<file path="src/rtl/pa_ide.sv">
// pa_ide: shared IDE register map, command codes and controller state types.
package pa_ide;
  localparam logic [2:0] DATA     = 3'd0;
  localparam logic [2:0] LBA0     = 3'd3;
  localparam logic [2:0] LBA1     = 3'd4;
  localparam logic [2:0] LBA2     = 3'd5;
  localparam logic [2:0] CMD_STAT = 3'd7;
  localparam logic [7:0] CMD_READ  = 8'h20;
  localparam logic [7:0] CMD_WRITE = 8'h30;
  localparam int STAT_BUSY_BIT = 3;
  typedef enum logic [2:0] {
    S_IDLE, S_LBA, S_CMD, S_WAIT_BSY, S_XFER, S_WAIT_RDY, S_DONE, S_ERR
  } t_ideCtrlState;
  typedef enum logic [2:0] {B_IDLE, B_SETUP, B_STROBE, B_HOLD, B_GAP} t_ideBusState;
endpackage

</file>
<file path="src/rtl/ide_bus_cycle.sv">
// ide_bus_cycle: one IDE register access (SETUP, STROBE x N, HOLD, GAP); owns all strobe timing.
module ide_bus_cycle
  import pa_ide::*;
#(
  parameter int STROBE_CYCLES = 2
) (
  input  logic       clk,
  input  logic       arst,
  input  logic       req,
  input  logic       rw,
  input  logic [2:0] addr,
  input  logic [7:0] wdata,
  output logic       idle,
  output logic       ack,
  output logic [7:0] rdata,
  output logic       ide_ce_n,
  output logic       ide_oe_n,
  output logic       ide_we_n,
  output logic [2:0] ide_addr,
  output logic [7:0] ide_wdata,
  input  logic [7:0] ide_rdata
);
  t_ideBusState state_q, state_d;
  logic [3:0] scnt_q, scnt_d;
  logic rw_q;
  logic strobe_last;
  assign strobe_last = scnt_q == 4'(STROBE_CYCLES - 1);
  assign idle = state_q == B_IDLE;
  assign ack  = state_q == B_GAP;
  assign ide_ce_n = !(state_q inside {B_SETUP, B_STROBE, B_HOLD});
  assign ide_oe_n = !(state_q == B_STROBE && !rw_q);
  assign ide_we_n = !(state_q == B_STROBE && rw_q);
  always_ff @(posedge clk or posedge arst) begin
    if (arst) begin
      state_q   <= B_IDLE;
      scnt_q    <= '0;
      rw_q      <= 1'b0;
      ide_addr  <= '0;
      ide_wdata <= '0;
      rdata     <= '0;
    end else begin
      state_q <= state_d;
      scnt_q  <= scnt_d;
      if (idle && req) begin
        rw_q      <= rw;
        ide_addr  <= addr;
        ide_wdata <= wdata;
      end
      if (state_q == B_STROBE && strobe_last && !rw_q) rdata <= ide_rdata;
    end
  end
  always_comb begin
    state_d = state_q;
    scnt_d  = scnt_q;
    case (state_q)
      B_IDLE:   state_d = req ? B_SETUP : B_IDLE;
      B_SETUP: begin
        state_d = B_STROBE;
        scnt_d  = '0;
      end
      B_STROBE: begin
        scnt_d  = scnt_q + 4'd1;
        state_d = strobe_last ? B_HOLD : B_STROBE;
      end
      B_HOLD:   state_d = B_GAP;
      default:  state_d = B_IDLE;
    endcase
  end
endmodule

</file>
<file path="src/rtl/ide_sector_ctrl.sv">
// ide_sector_ctrl: moves one sector between buffer RAM and the IDE data register,
// programming LBA, issuing the command and polling status around the data phase.
module ide_sector_ctrl
  import pa_ide::*;
#(
  parameter int STROBE_CYCLES = 2,
  parameter int TIMEOUT       = 1024,
  parameter int MEM_AW        = 16,
  parameter int SECTOR_BYTES  = 512
) (
  input  logic              clk,
  input  logic              arst,
  input  logic              start,
  input  logic              dir,
  input  logic [23:0]       lba,
  input  logic [MEM_AW-1:0] mem_base,
  output logic              busy,
  output logic              done,
  output logic              error,
  output logic [MEM_AW-1:0] mem_addr,
  output logic              mem_we,
  output logic [7:0]        mem_wdata,
  input  logic [7:0]        mem_rdata,
  output logic              ide_ce_n,
  output logic              ide_oe_n,
  output logic              ide_we_n,
  output logic [2:0]        ide_addr,
  output logic [7:0]        ide_wdata,
  input  logic [7:0]        ide_rdata
);
  localparam int PW = $clog2(TIMEOUT + 1);
  t_ideCtrlState state_q, state_d;
  logic dir_q;
  logic [23:0] lba_q;
  logic [9:0] cnt_q, cnt_d;
  logic [PW-1:0] poll_q, poll_d;
  logic [MEM_AW-1:0] addr_q, addr_d;
  logic req, rw, ack, bus_idle, stat_bsy, poll_last;
  logic [2:0] req_addr;
  logic [7:0] req_wdata, rdata;
  assign stat_bsy  = rdata[STAT_BUSY_BIT];
  assign poll_last = poll_q == PW'(TIMEOUT - 1);
  assign busy      = state_q inside {S_LBA, S_CMD, S_WAIT_BSY, S_XFER, S_WAIT_RDY};
  assign done      = state_q == S_DONE;
  assign error     = state_q == S_ERR;
  assign mem_we    = state_q == S_XFER && !dir_q && ack;
  assign mem_addr  = addr_q;
  assign mem_wdata = rdata;
  ide_bus_cycle #(.STROBE_CYCLES(STROBE_CYCLES)) u_bus (
    .clk       (clk),
    .arst      (arst),
    .req       (req),
    .rw        (rw),
    .addr      (req_addr),
    .wdata     (req_wdata),
    .idle      (bus_idle),
    .ack       (ack),
    .rdata     (rdata),
    .ide_ce_n  (ide_ce_n),
    .ide_oe_n  (ide_oe_n),
    .ide_we_n  (ide_we_n),
    .ide_addr  (ide_addr),
    .ide_wdata (ide_wdata),
    .ide_rdata (ide_rdata)
  );
  always_ff @(posedge clk or posedge arst) begin
    if (arst) begin
      state_q <= S_IDLE;
      dir_q   <= 1'b0;
      lba_q   <= '0;
      cnt_q   <= '0;
      poll_q  <= '0;
      addr_q  <= '0;
    end else begin
      state_q <= state_d;
      cnt_q   <= cnt_d;
      poll_q  <= poll_d;
      addr_q  <= addr_d;
      if (state_q == S_IDLE && start) begin
        dir_q <= dir;
        lba_q <= lba;
      end
    end
  end
  // Requests go out only while the bus engine is idle; the RAM address for a
  // disk write is advanced when its byte is accepted, so the next byte is
  // already on mem_rdata by the following request.
  always_comb begin
    state_d   = state_q;
    cnt_d     = cnt_q;
    poll_d    = poll_q;
    addr_d    = addr_q;
    req       = 1'b0;
    rw        = 1'b0;
    req_addr  = CMD_STAT;
    req_wdata = '0;
    case (state_q)
      S_IDLE: if (start) begin
        state_d = S_LBA;
        cnt_d   = '0;
        addr_d  = mem_base;
      end
      S_LBA: begin
        req       = bus_idle;
        rw        = 1'b1;
        req_addr  = cnt_q[1] ? LBA2 : cnt_q[0] ? LBA1 : LBA0;
        req_wdata = cnt_q[1] ? lba_q[23:16] : cnt_q[0] ? lba_q[15:8] : lba_q[7:0];
        if (ack) begin
          cnt_d   = cnt_q == 10'd2 ? '0 : cnt_q + 10'd1;
          state_d = cnt_q == 10'd2 ? S_CMD : S_LBA;
        end
      end
      S_CMD: begin
        req       = bus_idle;
        rw        = 1'b1;
        req_wdata = dir_q ? CMD_WRITE : CMD_READ;
        if (ack) begin
          state_d = S_WAIT_BSY;
          poll_d  = '0;
        end
      end
      S_WAIT_BSY: begin
        req = bus_idle;
        if (ack) begin
          poll_d  = poll_last ? poll_q : poll_q + 1'b1;
          state_d = stat_bsy ? S_XFER : poll_last ? S_ERR : S_WAIT_BSY;
        end
      end
      S_XFER: begin
        req       = bus_idle;
        rw        = dir_q;
        req_addr  = DATA;
        req_wdata = mem_rdata;
        if (dir_q ? req : ack) addr_d = addr_q + 1'b1;
        if (ack) begin
          cnt_d = cnt_q == 10'(SECTOR_BYTES - 1) ? '0 : cnt_q + 10'd1;
          if (cnt_q == 10'(SECTOR_BYTES - 1)) begin
            state_d = S_WAIT_RDY;
            poll_d  = '0;
          end
        end
      end
      S_WAIT_RDY: begin
        req = bus_idle;
        if (ack) begin
          poll_d  = poll_last ? poll_q : poll_q + 1'b1;
          state_d = !stat_bsy ? S_DONE : poll_last ? S_ERR : S_WAIT_RDY;
        end
      end
      default: state_d = S_IDLE;
    endcase
  end
endmodule

</file>
<file path="config.mk">
export PLATFORM = sky130hd
export DESIGN_NAME = ide_sector_ctrl
export DESIGN_NICKNAME = d
export VERILOG_FILES = /design/src/rtl/pa_ide.sv /design/src/rtl/ide_bus_cycle.sv /design/src/rtl/ide_sector_ctrl.sv
export SDC_FILE = /design/constraint.sdc
export NUM_CORES = 1
export LEC_CHECK = 0
export ABC_AREA = 0
export BUFFER_PORTS_ARGS = -buffer_cell sky130_fd_sc_hd__buf_2
export CAP_MARGIN = 20
export CELL_PAD_IN_SITES_DETAIL_PLACEMENT = 2
export CELL_PAD_IN_SITES_GLOBAL_PLACEMENT = 2
export CORE_UTILIZATION = 25
export CTS_BUF_LIST = sky130_fd_sc_hd__clkbuf_8
export CTS_CLUSTER_SIZE = 8
export DETAILED_ROUTE_END_ITERATION = 12
export PLACE_DENSITY = 0.7
export SLEW_MARGIN = 20
export SYNTH_ARGS = -nofsm -noshare
export SYNTH_HDL_FRONTEND = slang
export SYNTH_SLANG_ARGS = --single-unit
</file>
<file path="constraint.sdc">
create_clock -name clk -period 7.2 [get_ports clk]
set_input_delay 1.44 -clock clk [delete_from_list [all_inputs] [get_ports clk]]
set_output_delay 1.44 -clock clk [all_outputs]
set_load 0.005 [all_outputs]
</file>
==> insert_results.sql, run 1 <==
INSERT INTO impl_metrics (metric_group, metric, value, unit) VALUES
('status', 'outcome', 'complete, no violations', ''),
('synth', 'seq_total_area_yosys', '47.1', '%'),
('power_and_ir_drop', 'power.sequential.fraction', '48.7', '%'),
('synth', 'syn_avg_cell_area', '9.59', 'um^2'),
('timing', 'finalCriticalPeriod', '3.86', 'ns'),
('floorplanning', 'width_of_the_die', '142', 'um'),
('cts', 'numCtsBuffers', '9', ''),
('routing', 'finalWirelength', '15700', 'um'),
('timing', 'final.hold.worst_slack', '0.485', 'ns'),
('power_and_ir_drop', 'share_clk_of_total_power', '20.3', '%'),
('global_routing', 'grt-ovfl-total', '0', ''),
('global_routing', 'global_route.usage.total', '16.2', '%'),
('timing', 'rsz0062_at_grt', 'no', ''),
('finish', 'post_route_cells_drive_above_1_share', '27.9', '%'),
('place', 'routabilityCongestion', '0.762', ''),
('power_and_ir_drop', 'power_switching_share', '39.2', '%'),
('run', 'maxCapViolCount', '0', ''),
('global_routing', 'grt.busiest_layer', 'met2', ''),
('floorplanning', 'initial_core_util', '25.8', '%'),
('cts', 'clock-root-buffer', 'sky130_fd_sc_hd__clkbuf_8', ''),
('power_and_ir_drop', 'power.leakage', '0.00258', 'uW'),
('routing', 'ant_nets', '0', ''),
('power_and_ir_drop', 'power_density_of_the_placed_cells', '292', 'nW/um^2'),
('cts', 'cts.sink_count', '92', ''),
('floorplanning', 'die_h', '142', 'um'),
('power_and_ir_drop', 'p_switching', '668', 'uW'),
('setup_path', 'worstPathRequired', '5.76', 'ns'),
('routing', 'drcViolationCount', '0', ''),
('setup_path', 'worstSetupPathType', 'reg2out', ''),
('timing', 'max-slew-margin-rel', '38.5', '%'),
('min_path', 'min-delay-path-class', 'reg2reg', ''),
('global_routing', 'global_route_wire_length_before_repair', '25300', 'um'),
('timing', 'fin_crit_sh', '53.6', '%'),
('global_routing', 'globalRouteMet1Util', '20.1', '%'),
('cts', 'cts.hold.buffers_added', '0', ''),
('synth', 'synth-edff-count', '0', ''),
('floorplanning', 'placementRows', '50', ''),
('cts', 'worstSkewPairLatency', '0.39', 'ns'),
('floorplanning', 'die-area', '20100', 'um^2'),
('synth', 'mapped_nets', '579', ''),
('place', 'place_worst_setup_slack', '3.80', 'ns'),
('cts', 'resize_count_post_cts', '0', ''),
('timing', 'layout_skew', '0.00687', 'ns'),
('finish', 'fill_cells', '2185', ''),
('timing', 'fmax', '0.259', 'GHz'),
('timing', 'worst_slack', '3.34', 'ns'),
('routing', 'dr.pass1.iters', '4', ''),
('routing', 'post_drt_via_cell_ratio', '5.07', ''),
('cts', 'post_cts_buffers', '0', ''),
('cts', 'worst_setup_hold_path_clk_slew', '0.10', 'ns'),
('timing', 'final_max_slew_viol_count', '0', ''),
('timing', 'final-setup-viol-count', '0', ''),
('synth', 'synth_register_bits', '92', ''),
('global_routing', 'grt_start_max_net_pins', '68', ''),
('floorplanning', 'pin_count', '102', ''),
('global_routing', 'first_global_vias', '4739', ''),
('cts', 'clock_tree.htree_level_count', '3', ''),
('place', 'io_buffer_count', '101', ''),
('routing', 'drt_first_iter_violations', '130', ''),
('synth', 'yosysUniqueCellTypes', '59', ''),
('power_and_ir_drop', 'pwr-share-comb', '31.0', '%'),
('routing', 'wl_per_cell', '18.2', 'um'),
('finish', 'total_area_of_multi_input_combinational_cells', '2440', 'um^2'),
('synth', 'syn-cell-area', '4890', 'um^2'),
('power_and_ir_drop', 'totalPowerFinal', '1700', 'uW'),
('global_routing', 'use_met2', '26.7', '%'),
('timing', 'tightest_slew', '0.923', 'ns'),
('setup_path', 'startpoint_type', 'flop', ''),
('place', 'dp_hpwl', '11600', 'um'),
('floorplanning', 'core', '19000', 'um^2'),
('routing', 'via_count', '4374', '');
-- metal layers --
metal | vias up | share of wire [%]
met1 | 2191 | 45
met5 | - | 0.17
met3 | 17 | 7.4
met4 | 4 | 1.3
met2 | 114 | 46
li1 | 2048 | -
-- registers in the layout, summed over array words and instances (netlist names) --
name and flops:
u_bus.ide_wdata 8, u_bus.state_q 3, dir_q 1, u_bus.ide_addr 3, poll_q 11, u_bus.rw_q 1
u_bus.scnt_q 4, lba_q 24, cnt_q 10, state_q 3, mem_addr 16, u_bus.rdata 8
-- through the flow --
| step | util [%] | std cells | instance area [um^2] |
|---|---|---|---|
| floorplan | - | 510 | 4890 |
| global placement | 29.8 | 846 | 5650 |
| detailed placement | 29.8 | 846 | 5650 |
| CTS | 30.7 | 862 | 5830 |
| global route | 30.7 | 862 | 5830 |
| finish | 30.8 | 863 | 5830 |
-- cells in the mapped netlist (2+ instances only) --
cell                        instances  share of area [%]
sky130_fd_sc_hd__inv_1              9               0.69
sky130_fd_sc_hd__a21oi_1           27                2.8
sky130_fd_sc_hd__a21o_2             4               0.72
sky130_fd_sc_hd__a21o_1             4               0.61
sky130_fd_sc_hd__nand3b_1           2               0.31
sky130_fd_sc_hd__buf_2              2               0.20
sky130_fd_sc_hd__a31oi_1           11                1.4
sky130_fd_sc_hd__a22oi_1            9                1.4
sky130_fd_sc_hd__o21ai_0           51                5.2
sky130_fd_sc_hd__nand2_1           43                3.3
sky130_fd_sc_hd__nor3_1            17                1.7
sky130_fd_sc_hd__nand4_1            6               0.77
sky130_fd_sc_hd__or3_1              3               0.38
sky130_fd_sc_hd__and4_1             2               0.36
sky130_fd_sc_hd__nand4b_1           2               0.36
sky130_fd_sc_hd__mux2i_1            9                1.8
sky130_fd_sc_hd__o31ai_1            4               0.61
sky130_fd_sc_hd__a2bb2oi_1          7                1.3
sky130_fd_sc_hd__a221o_1            2               0.41
sky130_fd_sc_hd__nor4_1             4               0.51
sky130_fd_sc_hd__nand2b_1           3               0.38
sky130_fd_sc_hd__ha_1               9                2.3
sky130_fd_sc_hd__xor2_1             2               0.36
sky130_fd_sc_hd__o22a_1             4               0.72
sky130_fd_sc_hd__clkbuf_2           2               0.20
sky130_fd_sc_hd__a211oi_1           2               0.31
sky130_fd_sc_hd__clkbuf_1          24                1.8
sky130_fd_sc_hd__dfrtp_1           92                 47
sky130_fd_sc_hd__o21a_1             3               0.46
sky130_fd_sc_hd__a22o_1             7                1.3
sky130_fd_sc_hd__or2_2              2               0.26
sky130_fd_sc_hd__and3_1             9                1.2
sky130_fd_sc_hd__nand3_1           23                2.4
sky130_fd_sc_hd__nor2_1            42                3.2
sky130_fd_sc_hd__nor2b_1            7               0.90
sky130_fd_sc_hd__mux2_2            34                7.8
sky130_fd_sc_hd__and2_1             2               0.26
sky130_fd_sc_hd__nor3b_1            4               0.61
-- worst paths after layout --
path / cells after the start / startpoint / slack [ns] / end
worst max-delay path: 4 / state_q[1] / 3.34 / mem_we
worst min register to register: 2 / u_bus.ide_wdata[3] / 0.48 / u_bus.ide_wdata[3]
min in group asynchronous: 2 / arst / 1.02 / lba_q[8]
max in group asynchronous: 3 / arst / 4.91 / poll_q[7]
worst max register to register: 5 / cnt_q[1] / 4.42 / state_q[0]
worst min-delay path: 2 / u_bus.ide_wdata[3] / 0.48 / u_bus.ide_wdata[3]
-- power by group through the flow --
| stage | logic [uW] | clock network, uW | registers, uW |
|---|---|---|---|
| 2_1_floorplan | 380 | 0 | 755 |
| 3_3_place_gp | 507 | 0 | 826 |
| 3_5_place_dp | 537 | 0 | 844 |
| 4_1_cts | 539 | 367 | 834 |
| 5_1_grt | 591 | 386 | 859 |
| 6_report | 528 | 345 | 829 |
-- worst max-delay path: stages, from the launching register on --
cell and delay [ns]:
sky130_fd_sc_hd__dfrtp_1 0.66, sky130_fd_sc_hd__nor2_1 0.40, sky130_fd_sc_hd__nand2_1 0.44, sky130_fd_sc_hd__nor3_1 0.36, sky130_fd_sc_hd__buf_2 0.16
-- logic make-up (layout without fill, tap and decap cells) --
family	after synthesis	after routing	share of synthesized area (%)
compound gates	148	148	19.4
other cells	0	1	0
flops	92	92	47.1
buf+inv	39	131	3.25
fa+ha+maj	9	9	2.30
mux	43	43	9.67
simple gates	176	176	17.8
xor+xnor	3	3	0.537
-- layout make-up --
| type | instances | share of cell area, % |
|---|---|---|
| flip-flops and latches | 92 | 39.5 |
| inverters | 9 | 0.601 |
| clock buffers | 9 | 2.12 |
| repair buffers | 106 | 9.32 |
| well taps | 260 | 5.58 |
| diodes | 1 | 0.0429 |
| multi-input cells | 379 | 41.9 |
| clock inverters | 7 | 0.987 |
-- cell usage in the layout, fill, tap and decap left out, types with 7 or more instances in the layout --
cell and count:
sky130_fd_sc_hd__dfrtp_1 92, sky130_fd_sc_hd__a21oi_1 27, sky130_fd_sc_hd__mux2i_1 9, sky130_fd_sc_hd__a2bb2oi_1 7
sky130_fd_sc_hd__a22o_1 7, sky130_fd_sc_hd__nor3_1 17, sky130_fd_sc_hd__buf_2 101, sky130_fd_sc_hd__nor2_1 42
sky130_fd_sc_hd__mux2_2 34, sky130_fd_sc_hd__clkbuf_8 9, sky130_fd_sc_hd__inv_1 8, sky130_fd_sc_hd__nand3_1 23
sky130_fd_sc_hd__a31oi_1 11, sky130_fd_sc_hd__and3_1 9, sky130_fd_sc_hd__nor2b_1 7, sky130_fd_sc_hd__ha_1 9
sky130_fd_sc_hd__nand2_1 43, sky130_fd_sc_hd__a22oi_1 9, sky130_fd_sc_hd__o21ai_0 51
Power figures use the tool's default switching activity.
==> inputs of run 2 (changes only) <==
ABC_AREA = 1   (was 0)
PLACE_DENSITY = 0.75   (was 0.7)
clock period = 3.92 ns   (was 7.2 ns; I/O delays follow)
==> run 2 against run 1 <==
Against the previous run: global-route usage down 0.65 points; largest cell class unchanged; critical path depth is 2 higher; setup slack worse by 2.3 ns; register-to-register slack got worse by 2.8 ns; synthesized cell count increased by 37%; sequential share of layout area decreased by 1.9 points; critical endpoint is now busy.
==> insert_results.sql, run 2 <==
INSERT INTO impl_metrics (metric_group, metric, value, unit) VALUES
('finish', 'syn_to_final_growth', '18.6', '%'),
('floorplanning', 'placementRows', '52', ''),
('floorplanning', 'pin_count', '102', ''),
('synth', 'ys_top_cells_by_area', 'sky130_fd_sc_hd__dfrtp_1 45%, sky130_fd_sc_hd__nand2_1 19%, sky130_fd_sc_hd__nor2_1 5.8%', ''),
('synth', 'synth_register_bits', '92', ''),
('floorplanning', 'width_of_the_die', '146', 'um'),
('global_routing', 'global_route.usage.total', '15.5', '%'),
('floorplanning', 'core', '20200', 'um^2'),
('timing', 'finalCriticalPeriod', '2.84', 'ns'),
('setup_path', 'startpoint_type', 'flop', ''),
('synth', 'synth_async_sr_flop_share', '100', '%'),
('timing', 'fmax', '0.352', 'GHz'),
('timing', 'final_max_slew_viol_count', '0', ''),
('synth', 'mapped_nets', '768', ''),
('synth', 'syn-cell-area', '5160', 'um^2'),
('floorplanning', 'die-area', '21200', 'um^2'),
('finish', 'final_common_cell', 'sky130_fd_sc_hd__nand2_1', ''),
('timing', 'tightest_slew', '0.936', 'ns'),
('cts', 'clock-root-buffer', 'sky130_fd_sc_hd__clkbuf_8', ''),
('timing', 'worst_slack', '1.08', 'ns'),
('finish', 'regMostFlops', 'lba_q', ''),
('global_routing', 'grt-ovfl-total', '0', ''),
('synth', 'synth_ff_type', 'sky130_fd_sc_hd__dfrtp_1', ''),
('global_routing', 'first_global_vias', '5264', ''),
('synth', 'yosysUniqueCellTypes', '34', ''),
('setup_path', 'critical_path_peak_fanout', '13', ''),
('finish', 'instances_no_fill', '1071', ''),
('power_and_ir_drop', 'power_density_of_the_placed_cells', '272', 'nW/um^2'),
('cts', 'cts.path.max_buffers', '2', ''),
('synth', 'seq_total_area_yosys', '44.6', '%'),
('timing', 'rsz0062_at_grt', 'no', ''),
('floorplanning', 'die_h', '146', 'um'),
('setup_path', 'worstSetupPathType', 'reg2out', ''),
('place', 'dp_hpwl', '12000', 'um'),
('routing', 'drt_first_iter_violations', '145', ''),
('place', 'io_buffer_count', '101', ''),
('routing', 'finalWirelength', '15700', 'um'),
('cts', 'cts.hold.buffers_added', '0', ''),
('synth', 'synth_top_cell_area_share', '44.6', '%'),
('routing', 'dr.pass1.iters', '4', ''),
('routing', 'drcViolationCount', '0', ''),
('synth', 'syn_avg_cell_area', '7.39', 'um^2'),
('cts', 'post_cts_buffers', '0', ''),
('place', 'place_worst_setup_slack', '1.46', 'ns'),
('synth', 'yosysWarnings', '0', ''),
('timing', 'final-hold-violation-count', '0', ''),
('synth', 'synth_most_common_cell', 'sky130_fd_sc_hd__nand2_1', ''),
('synth', 'synthTopCellsByCount', '267 x sky130_fd_sc_hd__nand2_1, 92 x sky130_fd_sc_hd__dfrtp_1, 80 x sky130_fd_sc_hd__nor2_1', ''),
('synth', 'synthCells', '699', ''),
('routing', 'wl_per_cell', '14.7', 'um'),
('finish', 'most-common-layout-cells', '267 x sky130_fd_sc_hd__nand2_1, 101 x sky130_fd_sc_hd__buf_2, 92 x sky130_fd_sc_hd__dfrtp_1', ''),
('timing', 'max-slew-margin-rel', '37.6', '%'),
('cts', 'resize_count_post_cts', '0', ''),
('timing', 'final-setup-viol-count', '0', ''),
('synth', 'synth-edff-count', '0', ''),
('setup_path', 'critPathCaptureType', 'output port', ''),
('synth', 'netlist.top_cell.by_area', 'sky130_fd_sc_hd__dfrtp_1', ''),
('min_path', 'min-delay-path-class', 'reg2reg', ''),
('timing', 'final.setup.tns', '0', 'ns'),
('status', 'outcome', 'complete, no violations', ''),
('global_routing', 'global_route_wire_length_before_repair', '26500', 'um'),
('routing', 'post_drt_via_cell_ratio', '4.62', ''),
('run', 'maxCapViolCount', '0', ''),
('routing', 'via_count', '4945', ''),
('timing', 'layout_skew', '0.0186', 'ns'),
('floorplanning', 'initial_core_util', '25.5', '%'),
('finish', 'design.final.nets', '865', ''),
('setup_path', 'worst-endpoint-arrival', '2.06', 'ns'),
('finish', 'largest_register_ffs', '24', ''),
('setup_path', 'worstPathRequired', '3.14', 'ns'),
('finish', 'antenna-diode-count', '0', ''),
('cts', 'clock_tree.htree_level_count', '3', ''),
('power_and_ir_drop', 'power.leakage', '0.00320', 'uW'),
('cts', 'numCtsBuffers', '9', ''),
('finish', 'post_route_cells_drive_above_1_share', '19.9', '%'),
('cts', 'cts.sink_count', '92', ''),
('cts', 'worst_setup_hold_path_clk_slew', '0.10', 'ns'),
('place', 'routabilityCongestion', '0.763', ''),
('cts', 'worstSkewPairLatency', '0.39', 'ns'),
('place', 'dpl.cell_count', '1055', ''),
('cts', 'cts_tree', 'built', ''),
('timing', 'final.hold.worst_slack', '0.474', 'ns'),
('global_routing', 'antenna_found_initial', '1', ''),
('routing', 'ant_nets', '0', ''),
('global_routing', 'grt_start_max_net_pins', '67', ''),
('power_and_ir_drop', 'vdd.ir_drop.worst', '0.000128', 'V'),
('timing', 'fin_crit_sh', '72.5', '%');
## run 2: changes by cell type in the layout (fill, tap and decap cells not counted), sizes merged, moves of 13 or more
cell   change
nor2      +44
nand3     +35
mux2      -15
nand2    +227
o21ai     -19
nor3      -13
inv       +42
## run 2: metal layers
layer  vias up  wire, um  track usage [%]
li1       2427         -                -
met2        79      7650             26.9
met1      2425      7160             19.2
met5         -        13                0
met4         2       155             4.47
met3        12       719             3.57
## run 2: worst max-delay path: stages (launching register included)
cell and delay [ns]:
sky130_fd_sc_hd__dfrtp_1 0.50, sky130_fd_sc_hd__inv_2 0.10, sky130_fd_sc_hd__nand2_1 0.15, sky130_fd_sc_hd__nor2_1 0.09
sky130_fd_sc_hd__nor2_2 0.46, sky130_fd_sc_hd__nand2_1 0.20, sky130_fd_sc_hd__buf_2 0.17
## run 2: final timing paths
| check | slack (ns) | from | endpoint | cells after the start |
|---|---|---|---|---|
| min in group asynchronous | 0.56 | arst | lba_q[7] | 2 |
| worst min register to register | 0.47 | u_bus.ide_addr[1] | u_bus.ide_addr[1] | 2 |
| max in group asynchronous | 2.61 | arst | lba_q[10] | 3 |
| worst max register to register | 1.58 | state_q[0] | u_bus.ide_wdata[3] | 7 |
| worst min-delay path | 0.47 | u_bus.ide_addr[1] | u_bus.ide_addr[1] | 2 |
| worst max-delay path | 1.08 | state_q[2] | busy | 6 |
## run 2: logic make-up after synthesis
kind of cell,after synthesis,synth area share [%]
AOI/OAI and AO/OA,64,6.59
adders and majority gates,9,2.18
and+or+nand+nor,434,35.1
DFF,92,44.6
muxes,21,4.53
xor gates and xnor gates,7,1.19
buffers and inverters,72,5.82
## run 2: area by class of cell
cell class | count | area, um^2
clock buffer | 10 | 138
clock inverter | 6 | 47.5
fill | 2421 | 14100
inverter | 53 | 201
multi-input combinational | 535 | 2560
sequential | 92 | 2300
tap | 270 | 338
timing repair buffer | 105 | 536
## run 2: report_power, final
part	total (uW)	internal (uW)	leakage, uW	switching (uW)
Clock	630	253	0.0000928	377
Sequential	961	957	0.00118	4.77
Combinational	74.1	33.0	0.00193	41.1
Total	1670	1240	0.00320	423
## run 2: per-stage QoR
stage / cell area (um^2) / power (uW) / utilization [%]
after floorplan: 5160 / 1010 / -
after CTS: 6120 / 1700 / 30.3
after global routing: 6120 / 1740 / 30.3
after detailed placement: 5940 / 1060 / 29.3
final: 6120 / 1670 / 30.3
after global placement: 5940 / 1060 / 29.3
==> inputs of run 3 (changes only) <==
clock period = 2.8 ns   (was 3.92 ns; I/O delays follow)
==> run 3 against run 2 <==
Against the previous run: register-to-register slack got worse by 1.1 ns; clock power up 39%; setup slack worse by 0.84 ns; critical endpoint unchanged; largest cell class unchanged.
==> insert_results.sql, run 3 (synthesis results as in run 2) <==
INSERT INTO impl_metrics (metric_group, metric, value, unit) VALUES
('timing', 'layout_skew', '0.0139', 'ns'),
('finish', 'regMostFlops', 'lba_q', ''),
('place', 'dpl.cell_count', '1058', ''),
('floorplanning', 'die_h', '146', 'um'),
('finish', 'instances_no_fill', '1075', ''),
('cts', 'cts_tree', 'built', ''),
('place', 'io_buffer_count', '101', ''),
('finish', 'most-common-layout-cells', '267 x sky130_fd_sc_hd__nand2_1, 101 x sky130_fd_sc_hd__buf_2, 92 x sky130_fd_sc_hd__dfrtp_1', ''),
('cts', 'cts.sink_count', '92', ''),
('setup_path', 'worst_path_most_repeated_cell', 'sky130_fd_sc_hd__nand2_1', ''),
('setup_path', 'critPathCaptureType', 'output port', ''),
('global_routing', 'antenna_found_initial', '2', ''),
('routing', 'wl_per_cell', '15.2', 'um'),
('routing', 'ant_nets', '0', ''),
('run', 'maxCapViolCount', '0', ''),
('routing', 'via_count', '4939', ''),
('status', 'outcome', 'complete, no violations', ''),
('timing', 'max-slew-margin-rel', '39.1', '%'),
('setup_path', 'crit_path_cell_chain', 'nor2_4 -> nand2_2 -> nand2_1 -> nor2_1 -> nand2_1 -> buf_2', ''),
('cts', 'worst_setup_hold_path_clk_slew', '0.10', 'ns'),
('place', 'routabilityCongestion', '0.787', ''),
('timing', 'fmax', '0.391', 'GHz'),
('timing', 'tightest_slew', '0.914', 'ns'),
('finish', 'syn_to_final_growth', '19.2', '%'),
('setup_path', 'regToRegSetupSlack', '0.52', 'ns'),
('cts', 'clock_tree.htree_level_count', '3', ''),
('finish', 'final_common_cell', 'sky130_fd_sc_hd__nand2_1', ''),
('min_path', 'min-delay-path-class', 'in2async', ''),
('setup_path', 'capturing_point_of_the_worst_reg2reg_path', 'u_bus.ide_wdata[1]', ''),
('floorplanning', 'die-area', '21200', 'um^2'),
('place', 'dp_hpwl', '12400', 'um'),
('setup_path', 'crit_family', 'simple AND/OR/NAND/NOR gates', ''),
('timing', 'fin_crit_sh', '91.4', '%'),
('power_and_ir_drop', 'share_clk_of_total_power', '37.5', '%'),
('global_routing', 'global_route.usage.total', '16.3', '%'),
('power_and_ir_drop', 'totalPowerFinal', '2330', 'uW'),
('finish', 'design.final.nets', '868', ''),
('setup_path', 'startpoint_type', 'flop', ''),
('power_and_ir_drop', 'internal-power', '1720', 'uW'),
('cts', 'clock-root-buffer', 'sky130_fd_sc_hd__clkbuf_8', ''),
('power_and_ir_drop', 'power.leakage', '0.00321', 'uW'),
('cts', 'numCtsBuffers', '9', ''),
('cts', 'worstSkewPairLatency', '0.39', 'ns'),
('timing', 'rsz0062_at_grt', 'no', ''),
('floorplanning', 'core', '20200', 'um^2'),
('floorplanning', 'pin_count', '102', ''),
('routing', 'finalWirelength', '16300', 'um'),
('power_and_ir_drop', 'pwr-share-comb', '4.6', '%'),
('timing', 'final.hold.worst_slack', '0.295', 'ns'),
('setup_path', 'critical_path.reg2reg.startpoint', 'state_q[0]', ''),
('power_and_ir_drop', 'p_switching', '611', 'uW'),
('routing', 'drt_first_iter_violations', '104', ''),
('timing', 'final_max_slew_viol_count', '0', ''),
('timing', 'final-setup-viol-count', '0', ''),
('power_and_ir_drop', 'vdd.ir_drop.worst', '0.000277', 'V'),
('cts', 'cts.path.max_buffers', '2', ''),
('routing', 'post_drt_via_cell_ratio', '4.59', ''),
('setup_path', 'slowest_stage', 'sky130_fd_sc_hd__dfrtp_1', ''),
('power_and_ir_drop', 'power_density_of_the_placed_cells', '378', 'nW/um^2'),
('cts', 'cts.hold.buffers_added', '0', ''),
('routing', 'dr.pass1.iters', '4', ''),
('cts', 'post_cts_buffers', '0', ''),
('timing', 'final.setup.tns', '0', 'ns'),
('finish', 'fill_cells', '2458', ''),
('global_routing', 'first_global_vias', '5497', ''),
('cts', 'resize_count_post_cts', '0', ''),
('global_routing', 'grt_start_max_net_pins', '93', ''),
('setup_path', 'worst-endpoint-arrival', '2.00', 'ns'),
('floorplanning', 'initial_core_util', '25.5', '%'),
('timing', 'final-hold-violation-count', '0', ''),
('setup_path', 'worstSetupPathType', 'reg2out', ''),
('setup_path', 'ff2ff_path_depth', '7', ''),
('setup_path', 'critical_path.max_stage_delay', '0.62', 'ns'),
('power_and_ir_drop', 'power_switching_share', '26.3', '%'),
('floorplanning', 'width_of_the_die', '146', 'um'),
('setup_path', 'timing.critical_path.buf_inv', '1', ''),
('setup_path', 'worstPathRequired', '2.24', 'ns'),
('global_routing', 'global_route_wire_length_before_repair', '27600', 'um'),
('setup_path', 'critical_path_peak_fanout', '16', ''),
('floorplanning', 'placementRows', '52', ''),
('global_routing', 'grt-ovfl-total', '0', ''),
('finish', 'largest_register_ffs', '24', ''),
('power_and_ir_drop', 'power.sequential.fraction', '57.8', '%'),
('routing', 'drcViolationCount', '0', ''),
('timing', 'finalCriticalPeriod', '2.56', 'ns'),
('finish', 'post_route_cells_drive_above_1_share', '20.0', '%');
## run 3: cell types whose count changed in the layout (fill, tap and decap cells not counted), sizes merged
| cell | delta |
|---|---|
| clkbuf | -1 |
| diode | +1 |
| buf | +3 |
| clkinvlp | +1 |
## run 3: worst min-delay path: stages
cell and delay (ns):
sky130_fd_sc_hd__buf_2 0.11, sky130_fd_sc_hd__clkinvlp_4 0.07, sky130_fd_sc_hd__buf_12 0.40
## run 3: layer usage
| layer | part of all wire, % | vias up | track usage, % |
|---|---|---|---|
| li1 | - | 2421 | - |
| met1 | 45 | 2413 | 19.6 |
| met2 | 48 | 86 | 28.3 |
| met3 | 5.0 | 17 | 4.58 |
| met4 | 1.5 | 2 | 4.37 |
| met5 | 0.074 | - | 0 |
## run 3: final cells by class
| cell class | count | area, um^2 | area share (%) |
|---|---|---|---|
| tap | 270 | 338 | 5.49 |
| clock buffer | 9 | 124 | 2.01 |
| inverter | 53 | 203 | 3.29 |
| antenna | 1 | 2.50 | 0.0407 |
| clock inverter | 7 | 53.8 | 0.874 |
| timing repair buffer | 108 | 571 | 9.27 |
| sequential | 92 | 2300 | 37.4 |
| multi-input combinational | 535 | 2560 | 41.6 |
## run 3: how the worst max path moves through the flow
stage	from	end	slack (ns)	cells past startpoint
finish	state_q[0]	busy	0.24	6
global route	state_q[0]	busy	0.06	6
CTS	state_q[0]	busy	0.20	6
detailed placement	state_q[0]	u_bus.ide_wdata[3]	0.50	7
global placement	state_q[0]	u_bus.ide_wdata[0]	0.66	7
floorplan	state_q[1]	mem_we	1.13	5
## run 3: through the flow
stage                     area (um^2)  utilization [%]  setup slack (ns)
after global routing             6150             30.4            0.0584
after detailed placement         5970             29.5             0.505
after CTS                        6150             30.4             0.199
after floorplan                  5170                -              1.13
final                            6150             30.4             0.241
after global placement           5970             29.5             0.656
## run 3: power by group through the flow
stage | sequential [uW] | clock, uW | combinational, uW
floorplan | 1370 | 0 | 34.9
global placement | 1370 | 0 | 110
detailed placement | 1370 | 0 | 112
CTS | 1350 | 922 | 113
global route | 1350 | 953 | 124
finish | 1350 | 874 | 107
